**src/rtl/wb_register_file_if.sv**
```systemverilog
// Write-back / ID-read / dump bundle for wb_register_file.
// Signals:
//   reg_write_i, reg_RDaddr_i, reg_RDdata_i : write-back from MEM/WB
//   RS1addr_i, RS2addr_i                    : ID-stage source addresses
//   RS1data_o, RS2data_o                    : ID-stage source data (combinational)
//   dump_start_i, dump_ready_i              : dump request / consumer ready
//   dump_valid_o, dump_addr_o, dump_data_o  : dump beat
//   dump_busy_o, dump_done_o                : dump status
// Modports: slave = register file, master = pipeline / bench side.
interface wb_register_file_if #(
    parameter int unsigned DATA_W = 32,
    parameter int unsigned ADDR_W = 5
);
    logic              reg_write_i;
    logic [ADDR_W-1:0] reg_RDaddr_i;
    logic [DATA_W-1:0] reg_RDdata_i;
    logic [ADDR_W-1:0] RS1addr_i;
    logic [ADDR_W-1:0] RS2addr_i;
    logic [DATA_W-1:0] RS1data_o;
    logic [DATA_W-1:0] RS2data_o;
    logic              dump_start_i;
    logic              dump_ready_i;
    logic              dump_valid_o;
    logic [ADDR_W-1:0] dump_addr_o;
    logic [DATA_W-1:0] dump_data_o;
    logic              dump_busy_o;
    logic              dump_done_o;

    modport slave (
        input  reg_write_i, reg_RDaddr_i, reg_RDdata_i, RS1addr_i, RS2addr_i,
               dump_start_i, dump_ready_i,
        output RS1data_o, RS2data_o, dump_valid_o, dump_addr_o, dump_data_o,
               dump_busy_o, dump_done_o
    );

    modport master (
        output reg_write_i, reg_RDaddr_i, reg_RDdata_i, RS1addr_i, RS2addr_i,
               dump_start_i, dump_ready_i,
        input  RS1data_o, RS2data_o, dump_valid_o, dump_addr_o, dump_data_o,
               dump_busy_o, dump_done_o
    );
endinterface

```
**src/rtl/wb_register_file.sv**
```systemverilog
// Architectural register file fed by the MEM/WB write-back stage.
// Two combinational read ports with write-to-read bypass, x0 hard-wired to zero,
// and a valid/ready dump port that walks every register in index order.
// Ports:
//   clk_i : clock, all state updates on posedge
//   rst_i : asynchronous active-high reset (clears registers and dump FSM)
//   bus   : wb_register_file_if.slave (write-back, ID reads, dump port)
module wb_register_file #(
    parameter int unsigned DATA_W = 32,
    parameter int unsigned ADDR_W = 5
) (
    input  logic                   clk_i,
    input  logic                   rst_i,
    wb_register_file_if.slave      bus
);
    localparam int unsigned NUM_REGS = 2 ** ADDR_W;
    localparam logic [ADDR_W-1:0] LastIdx = ADDR_W'(NUM_REGS - 1);

    typedef enum logic [1:0] {StIdle, StSend, StDone} dump_state_e;

    logic [DATA_W-1:0] regs_q [NUM_REGS];

    dump_state_e       state_q, state_d;
    logic [ADDR_W-1:0] idx_q, idx_d;
    logic [DATA_W-1:0] snap_q, snap_d;

    // Read value seen this cycle: x0 is zero, a same-cycle write wins over storage.
    function automatic logic [DATA_W-1:0] bypass_rd(
        input logic [ADDR_W-1:0] addr,
        input logic [DATA_W-1:0] stored,
        input logic              we,
        input logic [ADDR_W-1:0] waddr,
        input logic [DATA_W-1:0] wdata
    );
        if (addr == '0) begin
            return '0;
        end else if (we && (waddr == addr)) begin
            return wdata;
        end else begin
            return stored;
        end
    endfunction

    // Register array
    always_ff @(posedge clk_i or posedge rst_i) begin
        if (rst_i) begin
            for (int i = 0; i < NUM_REGS; i++) begin
                regs_q[i] <= '0;
            end
        end else if (bus.reg_write_i && (bus.reg_RDaddr_i != '0)) begin
            regs_q[bus.reg_RDaddr_i] <= bus.reg_RDdata_i;
        end
    end

    // ID-stage read ports
    always_comb begin
        bus.RS1data_o = bypass_rd(bus.RS1addr_i, regs_q[bus.RS1addr_i], bus.reg_write_i,
                                  bus.reg_RDaddr_i, bus.reg_RDdata_i);
        bus.RS2data_o = bypass_rd(bus.RS2addr_i, regs_q[bus.RS2addr_i], bus.reg_write_i,
                                  bus.reg_RDaddr_i, bus.reg_RDdata_i);
    end

    // Dump FSM state
    always_ff @(posedge clk_i or posedge rst_i) begin
        if (rst_i) begin
            state_q <= StIdle;
            idx_q   <= '0;
            snap_q  <= '0;
        end else begin
            state_q <= state_d;
            idx_q   <= idx_d;
            snap_q  <= snap_d;
        end
    end

    // Dump FSM next state and outputs
    always_comb begin
        state_d          = state_q;
        idx_d            = idx_q;
        snap_d           = snap_q;
        bus.dump_valid_o = 1'b0;
        bus.dump_addr_o  = '0;
        bus.dump_data_o  = '0;
        bus.dump_busy_o  = 1'b0;
        bus.dump_done_o  = 1'b0;

        unique case (state_q)
            StIdle: begin
                if (bus.dump_start_i) begin
                    state_d = StSend;
                    idx_d   = '0;
                    snap_d  = '0;  // x0 always reads zero
                end
            end
            StSend: begin
                bus.dump_valid_o = 1'b1;
                bus.dump_busy_o  = 1'b1;
                bus.dump_addr_o  = idx_q;
                bus.dump_data_o  = snap_q;
                // Without ready the snapshot is held, so a write to the held
                // register does not disturb the beat in flight.
                if (bus.dump_ready_i) begin
                    if (idx_q == LastIdx) begin
                        state_d = StDone;
                    end else begin
                        idx_d  = idx_q + ADDR_W'(1);
                        snap_d = bypass_rd(idx_d, regs_q[idx_d], bus.reg_write_i,
                                           bus.reg_RDaddr_i, bus.reg_RDdata_i);
                    end
                end
            end
            StDone: begin
                bus.dump_done_o = 1'b1;
                state_d         = StIdle;
            end
            default: begin
                state_d = StIdle;
            end
        endcase
    end
endmodule

```
**src/flat_wrapper.sv**
```systemverilog
// flat-port wrapper written by rule: the top's interface ports become plain ports
module wb_register_file_flat 
#(
    parameter int unsigned DATA_W = 32,
    parameter int unsigned ADDR_W = 5
)
  (clk_i, rst_i, bus_reg_write_i, bus_reg_RDaddr_i, bus_reg_RDdata_i, bus_RS1addr_i, bus_RS2addr_i, bus_dump_start_i, bus_dump_ready_i, bus_RS1data_o, bus_RS2data_o, bus_dump_valid_o, bus_dump_addr_o, bus_dump_data_o, bus_dump_busy_o, bus_dump_done_o);
  wb_register_file_if #(.DATA_W(DATA_W), .ADDR_W(ADDR_W)) bus_i ();
  input  logic clk_i;
  input  logic rst_i;
  input wire logic [$bits(bus_i.reg_write_i)-1:0] bus_reg_write_i;
  input wire logic [$bits(bus_i.reg_RDaddr_i)-1:0] bus_reg_RDaddr_i;
  input wire logic [$bits(bus_i.reg_RDdata_i)-1:0] bus_reg_RDdata_i;
  input wire logic [$bits(bus_i.RS1addr_i)-1:0] bus_RS1addr_i;
  input wire logic [$bits(bus_i.RS2addr_i)-1:0] bus_RS2addr_i;
  input wire logic [$bits(bus_i.dump_start_i)-1:0] bus_dump_start_i;
  input wire logic [$bits(bus_i.dump_ready_i)-1:0] bus_dump_ready_i;
  output wire logic [$bits(bus_i.RS1data_o)-1:0] bus_RS1data_o;
  output wire logic [$bits(bus_i.RS2data_o)-1:0] bus_RS2data_o;
  output wire logic [$bits(bus_i.dump_valid_o)-1:0] bus_dump_valid_o;
  output wire logic [$bits(bus_i.dump_addr_o)-1:0] bus_dump_addr_o;
  output wire logic [$bits(bus_i.dump_data_o)-1:0] bus_dump_data_o;
  output wire logic [$bits(bus_i.dump_busy_o)-1:0] bus_dump_busy_o;
  output wire logic [$bits(bus_i.dump_done_o)-1:0] bus_dump_done_o;
  assign bus_i.reg_write_i = bus_reg_write_i;
  assign bus_i.reg_RDaddr_i = bus_reg_RDaddr_i;
  assign bus_i.reg_RDdata_i = bus_reg_RDdata_i;
  assign bus_i.RS1addr_i = bus_RS1addr_i;
  assign bus_i.RS2addr_i = bus_RS2addr_i;
  assign bus_i.dump_start_i = bus_dump_start_i;
  assign bus_i.dump_ready_i = bus_dump_ready_i;
  assign bus_RS1data_o = bus_i.RS1data_o;
  assign bus_RS2data_o = bus_i.RS2data_o;
  assign bus_dump_valid_o = bus_i.dump_valid_o;
  assign bus_dump_addr_o = bus_i.dump_addr_o;
  assign bus_dump_data_o = bus_i.dump_data_o;
  assign bus_dump_busy_o = bus_i.dump_busy_o;
  assign bus_dump_done_o = bus_i.dump_done_o;
  wb_register_file #(.DATA_W(DATA_W), .ADDR_W(ADDR_W)) u_core (.clk_i(clk_i), .rst_i(rst_i), .bus(bus_i));
endmodule
```
**config.mk**
```make
export PLATFORM = sky130hd
export DESIGN_NAME = wb_register_file_flat
export DESIGN_NICKNAME = d
export VERILOG_FILES = /design/src/rtl/wb_register_file_if.sv /design/src/rtl/wb_register_file.sv /design/src/flat_wrapper.sv
export SDC_FILE = /design/constraint.sdc
export NUM_CORES = 2
export LEC_CHECK = 0
export BUFFER_PORTS_ARGS = -buffer_cell sky130_fd_sc_hd__buf_2
export CAP_MARGIN = 20
export CORE_ASPECT_RATIO = 0.75
export CORE_UTILIZATION = 50
export CTS_BUF_LIST = sky130_fd_sc_hd__clkbuf_8
export CTS_CLUSTER_DIAMETER = 200
export DETAILED_ROUTE_END_ITERATION = 16
export GPL_TIMING_DRIVEN = 0
export PLACE_DENSITY = 0.72
export SYNTH_ARGS = -nofsm -noshare
export SYNTH_HDL_FRONTEND = slang
export SYNTH_SLANG_ARGS = --single-unit
```
**constraint.sdc**
```tcl
create_clock -name clk_i -period 36.2 [get_ports clk_i]
set_input_delay 7.24 -clock clk_i [delete_from_list [all_inputs] [get_ports clk_i]]
set_output_delay 7.24 -clock clk_i [all_outputs]
set_load 0.01 [all_outputs]
```
==> flow_summary.toml <==
[grt]
grt_remaining_overflow = 0
grt_antenna_before_repair = 38
grt_first_pass_wirelength_um = 445400
track_usage = 0.5016
grt_max_degree = 46
grt_pass1_vias = 51450

[sta]
fin_setup_tns_ns = 0
fin_crit_sh = 0.5412
rsz0062_at_grt = "no"
finalSetupViolCount = 0
finalCriticalPeriod_ns = 19.59
hold_viol = 0
relSlewSlack = 0.07013
skew_ns = 0.05845
maxSlewViolCount = 0
hold_ws_ns = 0.4720
worst_pin_slew_ns = 1.395
max_freq_mhz = 51.04

[critical_path]
crit_fanout = 11
slowest_delay_ns = 0.89
crit_type = "input pin to output port"
cp-end-kind = "output port"
worstPathArrival_ns = 12.35
crit_buf_inv = 5
worstPathRequired_ns = 28.96
path_delay_family = "buffers and inverters"
cp_slowest_cell = "buf_1"
worstSetupStartpointType = "input pin"
path_cells = "buf_2 -> buf_2 -> buf_1 -> buf_2 -> mux2i_1 -> o22ai_1 -> a31oi_1 -> a21oi_1 -> buf_2"
path_common_cell = "buf_2"

[detailed_routing]
routed-via-count = 53760
routed_via_density = 7.788
totalWireLength_um = 334600
wl_per_cell_um = 48.48
ant_nets = 0
firstDrtPassIters = 7
drtIter0Drc = 9632
route.detailed.drc = 0

[final_layout]
drive_above_1_share = 0.4830
nNetsFinal = 5028
stdcell_count = 6903
fin_util = 0.5687
syn2layout_area_growth_pct = 12.98
nFillCells = 10740

[floorplanning]
core_um2 = 131100
die_area_um2 = 133400
start_util = 0.5033
row_count = 115
die_x_um = 421.4
ios = 156
die_h_um = 316.6

[synthesis]
synthArstFlopShare = 1.000
synth_top_flop_cell = "dfrtp_1"
ys_warn_count = 0
synth_seq_area_share = 0.4032
synth_cell_types = 55
yosys-top-cells-area = "dfrtp_1 40%, mux4_2 25%, mux2_2 17%"
synth_top_area_share = 0.4032
netlist_instances = 4542
synth_edf_count = 0
yosys-top-cells-count = "1063 x dfrtp_1, 998 x mux2_2, 747 x mux4_2"
postSynthAreaPerCell_um2 = 14.53
yosysTopAreaCell = "dfrtp_1"
synth_fp_nets = 4597
ys_seq_elements = 1063
syn_area_um2 = 65980
synthMostInstantiatedCell = "dfrtp_1"

[clock_network]
htreeDepth = 4
cts_resized = 0
cts_tree = "built"
cts_root_buf = "clkbuf_8"
cts_hold_buffers = 0
clk_latency_ns = 1.03
cts_buffers = 180
cts_sinks = 1063
clk_path_buf_depth = 3
clk_pin_slew_ns = 0.06
postCtsSetupRepairBufs = 0

[run]
maxCapViolCount = 0

[place]
io_buffer_count = 144
place.gp.congestion = 1.067
dpl.cell_count = 6533
place_hpwl_um = 247600

[worst_hold_path]
min-delay-path-class = "flip-flop to flip-flop"

[power_and_ir_drop]
p_leak_nw = 31.42
irDropWorstVdd_v = 0.00005650
p_per_area_nw_per_um2 = 65.62

[outcome]
run_status = "completed"
-- worst paths after layout --
kind / from / to / slack (ns) / cells past startpoint
worst max-delay path: bus_RS1addr_i[2] / bus_RS1data_o[12] / 16.61 / 9
worst min-delay path: u_core.state_q[1] / u_core.state_q[0] / 0.47 / 1
worst max register to register: u_core.idx_q[1] / u_core.snap_q[14] / 31.27 / 9
worst min register to register: u_core.state_q[1] / u_core.state_q[0] / 0.47 / 1
max in group asynchronous: rst_i / u_core.regs_q[175] / 28.29 / 7
min in group asynchronous: rst_i / u_core.regs_q[971] / 6.20 / 2
-- placed cells by master (no fill, tap or decap), drive strengths merged, types with 43 or more instances in the layout --
cell type / count
nor2b: 70
nand2: 64
clkbuf: 524
buf: 504
and2: 43
a221o: 73
a21oi: 48
mux2: 998
inv: 75
mux4: 747
dfrtp: 1063
a221oi: 43
mux2i: 313
nor3: 147
a211oi: 65
-- cell families after synthesis --
group,Yosys count,synth area share
flip-flops,1063,0.4032
XOR/XNOR,19,0.002522
AO/OA/AOI/OAI,376,0.04381
AND/OR/NAND/NOR,465,0.03837
buffers and inverters,558,0.03873
adder cells (fa/ha/maj),3,0.0005690
multiplexers,2058,0.4728
-- state kept, by name, indices dropped and copies added (netlist names) --
signal / count
u_core.idx_q: 5
u_core.regs_q: 1024
u_core.snap_q: 32
u_core.state_q: 2
-- metal layers --
metal	GRT usage	vias to the layer above	wire length [µm]
met3	0.2689	1439	55210
met5	0.01285	-	536
li1	-	19020	-
met4	0.4036	44	33000
met1	0.6152	27870	116500
met2	0.6498	5388	129400
-- power breakdown --
group | switching [mW] | internal, mW
combinational | 1.14 | 0.909
sequential | 0.252 | 1.42
clock | 0.561 | 0.608
-- layout make-up --
| type | instances | area [µm²] | share of cell area |
|---|---|---|---|
| diodes | 34 | 85.08 | 0.001141 |
| plain buffers | 547 | 2542 | 0.03411 |
| clock buffers | 232 | 3193 | 0.04284 |
| clock inverters | 91 | 539.3 | 0.007234 |
| inverters | 11 | 45.04 | 0.0006043 |
| multi-input cells | 2921 | 36830 | 0.4941 |
| flip-flops and latches | 1063 | 26600 | 0.3569 |
| well taps | 1755 | 2196 | 0.02946 |
| repair buffers | 249 | 2511 | 0.03369 |
-- stage by stage --
| step | cell area (µm²) | worst slack (ns) | power (mW) |
|---|---|---|---|
| finish | 74540 | 16.61 | 4.891 |
| global route | 74470 | 17.02 | 4.958 |
| CTS | 74280 | 17.18 | 4.775 |
| detailed placement | 70540 | 17.18 | 3.630 |
| global placement | 68900 | 7.949 | 3.575 |
| floorplan | 65980 | 14.30 | 2.855 |
-- worst register-to-register path, cell delays in order, from the launching register on --
cell	delay (ns)
dfrtp_1	0.50
ha_1	0.33
clkbuf_1	0.30
clkbuf_1	0.76
buf_2	0.63
mux4_2	0.59
mux2i_1	0.35
nor3_1	0.11
o311ai_1	0.94
nand3_1	0.23
Note: power is estimated with default switching activity, not from simulation.
